### config.mk
export PLATFORM = sky130hd
export DESIGN_NAME = load_store_queue
export DESIGN_NICKNAME = d
export VERILOG_FILES = /design/src/rtl/load_store_queue.sv
export SDC_FILE = /design/constraint.sdc
export NUM_CORES = 1
export LEC_CHECK = 0
export BUFFER_PORTS_ARGS = -buffer_cell sky130_fd_sc_hd__buf_2
export CORE_MARGIN = 1.5
export CORE_UTILIZATION = 63
export DETAILED_ROUTE_END_ITERATION = 8
export GPL_TIMING_DRIVEN = 0
export HOLD_SLACK_MARGIN = 0.05
export PLACE_DENSITY_LB_ADDON = 0.15
export SLEW_MARGIN = 40
export SYNTH_ARGS = -nofsm -noshare
export SYNTH_HDL_FRONTEND = slang
export SYNTH_SLANG_ARGS = --single-unit
### constraint.sdc
create_clock -name clk -period 4.15 [get_ports clk]
set_clock_uncertainty 0.2 [all_clocks]
set_input_delay 0.83 -clock clk [delete_from_list [all_inputs] [get_ports clk]]
set_output_delay 0.83 -clock clk [all_outputs]
set_load 0.01 [all_outputs]
### src/rtl/load_store_queue.sv
// -----------------------------------------------------------------------------
// load_store_queue
//
// In-order load/store queue that sits between the load/store reservation
// station and the single data-memory port. Entries are allocated at dispatch
// in program order. The address adder later fills in the effective address and
// store data. Only the oldest entry (head) is ever sent to memory:
//   - a load may go as soon as its address is known; its result is broadcast
//     on the CDB,
//   - a store also waits until its ROB entry is the ROB head, so memory is
//     only written by instructions that can no longer be squashed.
//
// Handshakes:
//   dispatch_valid : the producer asserts it only while lsq_full is low. A
//                    dispatch seen while full, or in a flush cycle, is dropped.
//   agu_valid/agu_resp : the producer holds tag/addr/data stable until
//                    agu_resp. agu_resp is combinational and is high in the
//                    cycle the values are captured.
//   dmem_rmask/dmem_wmask : a nonzero mask is a request. Address, masks and
//                    wdata stay stable until the cycle dmem_resp is high. The
//                    masks drop to zero in the following cycle.
//
// Ports
//   clk, rst            clock; asynchronous active-low reset
//   flush               synchronous squash of every entry (mispredict)
//   dispatch_*          allocation request: ROB tag, load/store, funct3
//   lsq_full            no free entry
//   agu_*               effective address and store data for a tag; agu_resp acks
//   rob_head_valid/tag  current ROB head, which gates store issue
//   dmem_*              data memory request/response port
//   cdb_*               load result broadcast (1-cycle pulse)
//   store_done*         store written to memory (1-cycle pulse)
//   dbg_state           FSM state: 0 = IDLE, 1 = WAIT, 2 = DRAIN
// -----------------------------------------------------------------------------
module load_store_queue #(
    parameter int  LSQ_DEPTH = 4,
    parameter int  ROB_DEPTH = 4,
    localparam int T         = $clog2(ROB_DEPTH),
    localparam int PW        = $clog2(LSQ_DEPTH)
) (
    input  logic          clk,
    input  logic          rst,
    input  logic          flush,
    input  logic          dispatch_valid,
    input  logic [T-1:0]  dispatch_tag,
    input  logic          dispatch_is_store,
    input  logic [2:0]    dispatch_funct3,
    output logic          lsq_full,
    input  logic          agu_valid,
    input  logic [T-1:0]  agu_tag,
    input  logic [31:0]   agu_addr,
    input  logic [31:0]   agu_store_data,
    output logic          agu_resp,
    input  logic          rob_head_valid,
    input  logic [T-1:0]  rob_head_tag,
    output logic [31:0]   dmem_addr,
    output logic [3:0]    dmem_rmask,
    output logic [3:0]    dmem_wmask,
    output logic [31:0]   dmem_wdata,
    input  logic [31:0]   dmem_rdata,
    input  logic          dmem_resp,
    output logic          cdb_valid,
    output logic [T-1:0]  cdb_tag,
    output logic [31:0]   cdb_data,
    output logic          store_done,
    output logic [T-1:0]  store_done_tag,
    output logic [1:0]    dbg_state
);

    localparam int CW = PW + 1;

    typedef enum logic [1:0] {
        S_IDLE  = 2'd0,
        S_WAIT  = 2'd1,
        S_DRAIN = 2'd2
    } state_t;

    // ---------------- queue storage ----------------
    logic [LSQ_DEPTH-1:0] valid_q, valid_d;
    logic [LSQ_DEPTH-1:0] addr_rdy_q, addr_rdy_d;
    logic [LSQ_DEPTH-1:0] is_store_q, is_store_d;
    logic [T-1:0]         tag_q      [LSQ_DEPTH];
    logic [T-1:0]         tag_d      [LSQ_DEPTH];
    logic [2:0]           funct3_q   [LSQ_DEPTH];
    logic [2:0]           funct3_d   [LSQ_DEPTH];
    logic [31:0]          ent_addr_q [LSQ_DEPTH];
    logic [31:0]          ent_addr_d [LSQ_DEPTH];
    logic [31:0]          ent_data_q [LSQ_DEPTH];
    logic [31:0]          ent_data_d [LSQ_DEPTH];
    logic [PW-1:0]        head_q, head_d;
    logic [PW-1:0]        tail_q, tail_d;
    logic [CW-1:0]        count_q, count_d;

    // ---------------- FSM and registered outputs ----------------
    state_t               state_q, state_d;
    logic [31:0]          dmem_addr_q, dmem_addr_d;
    logic [3:0]           rmask_q, rmask_d;
    logic [3:0]           wmask_q, wmask_d;
    logic [31:0]          wdata_q, wdata_d;
    logic                 cdb_valid_q, cdb_valid_d;
    logic [T-1:0]         cdb_tag_q, cdb_tag_d;
    logic [31:0]          cdb_data_q, cdb_data_d;
    logic                 store_done_q, store_done_d;
    logic [T-1:0]         store_done_tag_q, store_done_tag_d;

    logic [LSQ_DEPTH-1:0] agu_hit;
    logic                 enq, deq;
    logic                 head_elig;
    logic [31:0]          h_addr, h_data;
    logic [2:0]           h_funct3;
    logic [T-1:0]         h_tag;
    logic                 h_store;
    logic [1:0]           h_off;

    // Byte-lane mask. The shift happens in a 4-bit context, so a misaligned
    // half-word at offset 3 simply loses its upper lane.
    function automatic logic [3:0] lane_mask(input logic [1:0] size, input logic [1:0] off);
        logic [3:0] m;
        case (size)
            2'b00:   m = 4'b0001 << off;
            2'b01:   m = 4'b0011 << off;
            default: m = 4'b1111;
        endcase
        return m;
    endfunction

    function automatic logic [31:0] load_ext(input logic [2:0] f3, input logic [31:0] rdata,
                                             input logic [1:0] off);
        logic [31:0] s;
        logic [31:0] r;
        s = rdata >> {off, 3'b000};
        case (f3)
            3'b000:  r = {{24{s[7]}}, s[7:0]};
            3'b001:  r = {{16{s[15]}}, s[15:0]};
            3'b100:  r = {24'b0, s[7:0]};
            3'b101:  r = {16'b0, s[15:0]};
            default: r = s;
        endcase
        return r;
    endfunction

    assign h_addr   = ent_addr_q[head_q];
    assign h_data   = ent_data_q[head_q];
    assign h_funct3 = funct3_q[head_q];
    assign h_tag    = tag_q[head_q];
    assign h_store  = is_store_q[head_q];
    assign h_off    = h_addr[1:0];

    assign head_elig = valid_q[head_q] & addr_rdy_q[head_q] &
                       (~h_store | (rob_head_valid & (rob_head_tag == h_tag)));

    always_comb begin
        agu_hit = '0;
        for (int i = 0; i < LSQ_DEPTH; i++) begin
            agu_hit[i] = valid_q[i] & ~addr_rdy_q[i] & (tag_q[i] == agu_tag);
        end
    end

    assign agu_resp = agu_valid & (|agu_hit);
    assign lsq_full = (count_q == CW'(LSQ_DEPTH));
    // lsq_full is sampled from the current count, so a dequeue in the same
    // cycle does not let a dispatch through.
    assign enq      = dispatch_valid & ~lsq_full & ~flush;
    assign deq      = (state_q == S_WAIT) & dmem_resp & ~flush;

    // ---------------- queue next state ----------------
    always_comb begin
        valid_d    = valid_q;
        addr_rdy_d = addr_rdy_q;
        is_store_d = is_store_q;
        tag_d      = tag_q;
        funct3_d   = funct3_q;
        ent_addr_d = ent_addr_q;
        ent_data_d = ent_data_q;
        head_d     = head_q;
        tail_d     = tail_q;
        count_d    = count_q;

        if (flush) begin
            valid_d    = '0;
            addr_rdy_d = '0;
            head_d     = '0;
            tail_d     = '0;
            count_d    = '0;
        end else begin
            // Capture only touches entries that are already valid, so it never
            // collides with the slot being allocated in the same cycle.
            if (agu_valid) begin
                for (int i = 0; i < LSQ_DEPTH; i++) begin
                    if (agu_hit[i]) begin
                        addr_rdy_d[i] = 1'b1;
                        ent_addr_d[i] = agu_addr;
                        ent_data_d[i] = agu_store_data;
                    end
                end
            end
            if (enq) begin
                valid_d[tail_q]    = 1'b1;
                addr_rdy_d[tail_q] = 1'b0;
                is_store_d[tail_q] = dispatch_is_store;
                tag_d[tail_q]      = dispatch_tag;
                funct3_d[tail_q]   = dispatch_funct3;
                tail_d             = tail_q + PW'(1);
            end
            if (deq) begin
                valid_d[head_q]    = 1'b0;
                addr_rdy_d[head_q] = 1'b0;
                head_d             = head_q + PW'(1);
            end
            count_d = count_q + CW'(enq) - CW'(deq);
        end
    end

    always_ff @(posedge clk or negedge rst) begin
        if (!rst) begin
            valid_q    <= '0;
            addr_rdy_q <= '0;
            is_store_q <= '0;
            head_q     <= '0;
            tail_q     <= '0;
            count_q    <= '0;
            for (int i = 0; i < LSQ_DEPTH; i++) begin
                tag_q[i]      <= '0;
                funct3_q[i]   <= '0;
                ent_addr_q[i] <= '0;
                ent_data_q[i] <= '0;
            end
        end else begin
            valid_q    <= valid_d;
            addr_rdy_q <= addr_rdy_d;
            is_store_q <= is_store_d;
            head_q     <= head_d;
            tail_q     <= tail_d;
            count_q    <= count_d;
            tag_q      <= tag_d;
            funct3_q   <= funct3_d;
            ent_addr_q <= ent_addr_d;
            ent_data_q <= ent_data_d;
        end
    end

    // ---------------- memory FSM next state / outputs ----------------
    always_comb begin
        state_d          = state_q;
        dmem_addr_d      = dmem_addr_q;
        rmask_d          = rmask_q;
        wmask_d          = wmask_q;
        wdata_d          = wdata_q;
        cdb_valid_d      = 1'b0;
        cdb_tag_d        = cdb_tag_q;
        cdb_data_d       = cdb_data_q;
        store_done_d     = 1'b0;
        store_done_tag_d = store_done_tag_q;

        case (state_q)
            S_IDLE: begin
                if (!flush && head_elig) begin
                    dmem_addr_d = {h_addr[31:2], 2'b00};
                    if (h_store) begin
                        rmask_d = 4'b0000;
                        wmask_d = lane_mask(h_funct3[1:0], h_off);
                        wdata_d = h_data << {h_off, 3'b000};
                    end else begin
                        rmask_d = lane_mask(h_funct3[1:0], h_off);
                        wmask_d = 4'b0000;
                        wdata_d = '0;
                    end
                    state_d = S_WAIT;
                end
            end
            S_WAIT: begin
                if (dmem_resp) begin
                    // A flush that coincides with the response just drops the
                    // result; there is nothing left to drain.
                    rmask_d = 4'b0000;
                    wmask_d = 4'b0000;
                    state_d = S_IDLE;
                    if (!flush) begin
                        if (h_store) begin
                            store_done_d     = 1'b1;
                            store_done_tag_d = h_tag;
                        end else begin
                            cdb_valid_d = 1'b1;
                            cdb_tag_d   = h_tag;
                            cdb_data_d  = load_ext(h_funct3, dmem_rdata, h_off);
                        end
                    end
                end else if (flush) begin
                    state_d = S_DRAIN;
                end
            end
            S_DRAIN: begin
                // The request is still outstanding at memory, so keep it on the
                // port until it completes and then discard the response.
                if (dmem_resp) begin
                    rmask_d = 4'b0000;
                    wmask_d = 4'b0000;
                    state_d = S_IDLE;
                end
            end
            default: state_d = S_IDLE;
        endcase
    end

    always_ff @(posedge clk or negedge rst) begin
        if (!rst) begin
            state_q          <= S_IDLE;
            dmem_addr_q      <= '0;
            rmask_q          <= '0;
            wmask_q          <= '0;
            wdata_q          <= '0;
            cdb_valid_q      <= 1'b0;
            cdb_tag_q        <= '0;
            cdb_data_q       <= '0;
            store_done_q     <= 1'b0;
            store_done_tag_q <= '0;
        end else begin
            state_q          <= state_d;
            dmem_addr_q      <= dmem_addr_d;
            rmask_q          <= rmask_d;
            wmask_q          <= wmask_d;
            wdata_q          <= wdata_d;
            cdb_valid_q      <= cdb_valid_d;
            cdb_tag_q        <= cdb_tag_d;
            cdb_data_q       <= cdb_data_d;
            store_done_q     <= store_done_d;
            store_done_tag_q <= store_done_tag_d;
        end
    end

    assign dmem_addr      = dmem_addr_q;
    assign dmem_rmask     = rmask_q;
    assign dmem_wmask     = wmask_q;
    assign dmem_wdata     = wdata_q;
    // A flush in the same cycle as a pending pulse squashes it.
    assign cdb_valid      = cdb_valid_q & ~flush;
    assign cdb_tag        = cdb_tag_q;
    assign cdb_data       = cdb_data_q;
    assign store_done     = store_done_q & ~flush;
    assign store_done_tag = store_done_tag_q;
    assign dbg_state      = state_q;

endmodule

==> reports/metrics.cfg <==
[timing]
fin_crit_ns=3.48
rsz0062_at_grt=no
max_clock_freq_mhz=288
finalSetupViolCount=0
fin_setup_tns_ns=0
final.period_utilization_pct=83.8
finalMaxSlewViolations=0
finalHoldViolations=0
setup_slack_ns=0.673
relSlewSlack_pct=45.2
worst_pin_slew_ns=0.822

[layout]
n_fill_cell=1820
area_growth_pct=17.5
final_area_um2=22000
drive_gt1_share_pct=31.6
multi_input_area_um2=8020
seqCellArea_um2=10100
stdcell_count=1986
nets=1688

[min_path]
hold_path.class=reg -> reg

[detailed_routing]
drt-total-wl_um=43700
avgRoutedWirePerCell_um=22.0
drcViolationCount=0
drt-initial-drc-count=766
first_pass_iters=5
vias=11900
avgViaCountPerCell=6.01
ant_nets=0

[place]
placed_cell_area_um2=20500
dpl.hpwl_um=31000
gp_congestion=0.921
port_buffers=223
place_inst=1900
place_ws_ns=0.603

[synth]
muxShareOfSynthArea_pct=33.5
synth_top_family_by_area=multiplexers
synth_cell_type_count=57
yosys.area_share.simple_pct=4.57
synth.cell_area_um2=18700
synth_edf_count=0
synthFlopType=dfrtp_1
yosysWarningCount=0
synthCells=1286
avgSynthCellArea_um2=14.5
ys_seq_area_share_pct=54.2
synth_compound_area_share_pct=3.23
synth_xor_area_share_pct=0.649
synthAdderAreaFrac_pct=0.978
async_reset_ff_share_pct=100
synth-seq-cells=405

[die]
pin_count=227
die_h_um=175
row_count=62
core-area_um2=28900
die-area_um2=30700
initial_core_util_pct=64.6
die_x_um=175

[global_route]
antenna_found_initial=11
overflow=0
grt_max_degree=72
grt_usage_pct=29.4
grt_pass1_wl_um=69900
grt_pass1_vias=12500

[clocking]
cts_tree=done
cts-root-buf=clkbuf_16
h-tree-depth=2
clock_sinks=405
clkTransAtPathRegs_ns=0.06
cts_setup_buffers=0
cts_buffers=42
clockBufferDepth=3
clk_latency_ns=0.54

[setup_path]
required_ns=4.37
critPathCaptureType=flip-flop
cp-start-kind=flip-flop
rrSetupSlack_ns=0.67
critPathKind=reg -> reg
arrival_ns=3.69
cp_max_fo=10

[power]
total_power_uw=11600
power.density_nw_per_um2=529
ir_worst_vdd_mv=0.358
p_leak_uw=0.0113

[outcome]
status=complete, no violations

[run]
maxCapViolations=0

## layout make-up
class,instances,area share (%)
diodes,8,0.0912
plain buffers,82,1.99
clock buffers,69,6.22
inverters,26,0.445
clock inverters,8,0.422
flip-flops and latches,405,46.2
repair buffers,230,5.93
multi-input cells,774,36.5
well taps,384,2.19
## critical path, cell delays in order, from the launching register on
cell and delay [ns]:
dfrtp_1 0.36, buf_2 0.28, buf_4 0.27, buf_2 0.37, clkbuf_1 0.51, clkbuf_1 0.65
mux4_2 0.42, mux2_4 0.27
## cells by family after synthesis
| kind of cell | Yosys count |
|---|---|
| and+or+nand+nor | 182 |
| buffers and inverters | 108 |
| muxes | 476 |
| DFF | 405 |
| xor gates and xnor gates | 13 |
| other | 1 |
| AOI/OAI and AO/OA | 87 |
| adders and majority gates | 14 |
## cell usage after synthesis (9+ instances only)
master    number  area [µm²]
mux2_1       270        3040
inv_1         25        93.8
a21oi_1       29         145
buf_2         40         200
dfrtp_1      405       10100
mux2i_1       60         601
xor2_1         9        78.8
mux2_2        26         293
mux4_2        69        1550
nand2_1       95         357
a22oi_1        9        67.6
mux2_4        51         766
ha_1          13         163
nand3_1       12        60.1
and3b_1       10        87.6
clkbuf_1      25        93.8
nor2_1        27         101
## metrics by stage
stage | util [%] | hold slack (ns)
global placement | 70.1 | 0.253
CTS | 75.8 | 0.273
global route | 75.8 | 0.294
floorplan | - | 0.252
finish | 75.9 | 0.274
detailed placement | 70.7 | 0.258
## state kept, by name, summed over array words and instances, names as in the netlist, 3 cells and up
signal,count
ent_data_q,128
count_q,3
is_store_q,4
dmem_wdata,32
valid_q,4
funct3_q,12
addr_rdy_q,4
tag_q,8
dmem_addr,30
dmem_wmask,4
cdb_data,32
ent_addr_q,128
dmem_rmask,4
## layout by cell type, fill, tap and decap left out, types with 13 or more instances in the layout
master	instances
mux4_2	69
mux2i_1	60
a21oi_1	29
buf_2	262
clkbuf_16	45
inv_1	25
nor2_1	27
nand2_1	95
mux2_2	26
mux2_1	270
clkbuf_8	15
ha_1	13
dfrtp_1	405
mux2_4	51
clkbuf_1	34
## per-layer routing
metal  wire length (µm)  global-route usage, %  vias to the layer above
li1                   -                      -                     5240
met1              18400                   40.0                     6182
met2              21100                   47.9                      409
met3               2670                   4.96                      102
met4               1450                   11.5                        6
met5                 34                      0                        -
## timing repair
item | 4_1_cts | 5_1_grt
hold buffers | 1 | 0
gates resized for setup | 0 | 0
endpoints found under the setup margin | 0 | 0
endpoints found under the hold margin | 40 | 0
## power by group
part           total, µW  leakage [µW]  switching (µW)  internal, µW
Clock               3910      0.000721            1540          2370
Sequential          5070       0.00544             382          4690
Combinational       2630       0.00514            1380          1250
Total              11600        0.0113            3300          8310
## path summary, 6_finish.rpt
check | startpoint | endpoint | cells past startpoint
worst max-delay path | head_q[1]$_DFFE_PN0P_ | dmem_addr[29]$_DFFE_PN0P_ | 7
worst min-delay path | cdb_tag[0]$_DFFE_PN0P_ | cdb_tag[0]$_DFFE_PN0P_ | 2
worst max register to register | head_q[1]$_DFFE_PN0P_ | dmem_addr[29]$_DFFE_PN0P_ | 7
worst min register to register | cdb_tag[0]$_DFFE_PN0P_ | cdb_tag[0]$_DFFE_PN0P_ | 2
max in group asynchronous | rst | ent_addr_q[82]$_DFFE_PN0P_ | 5
min in group asynchronous | rst | ent_data_q[67]$_DFFE_PN0P_ | 2
Power figures use the tool's default switching activity.
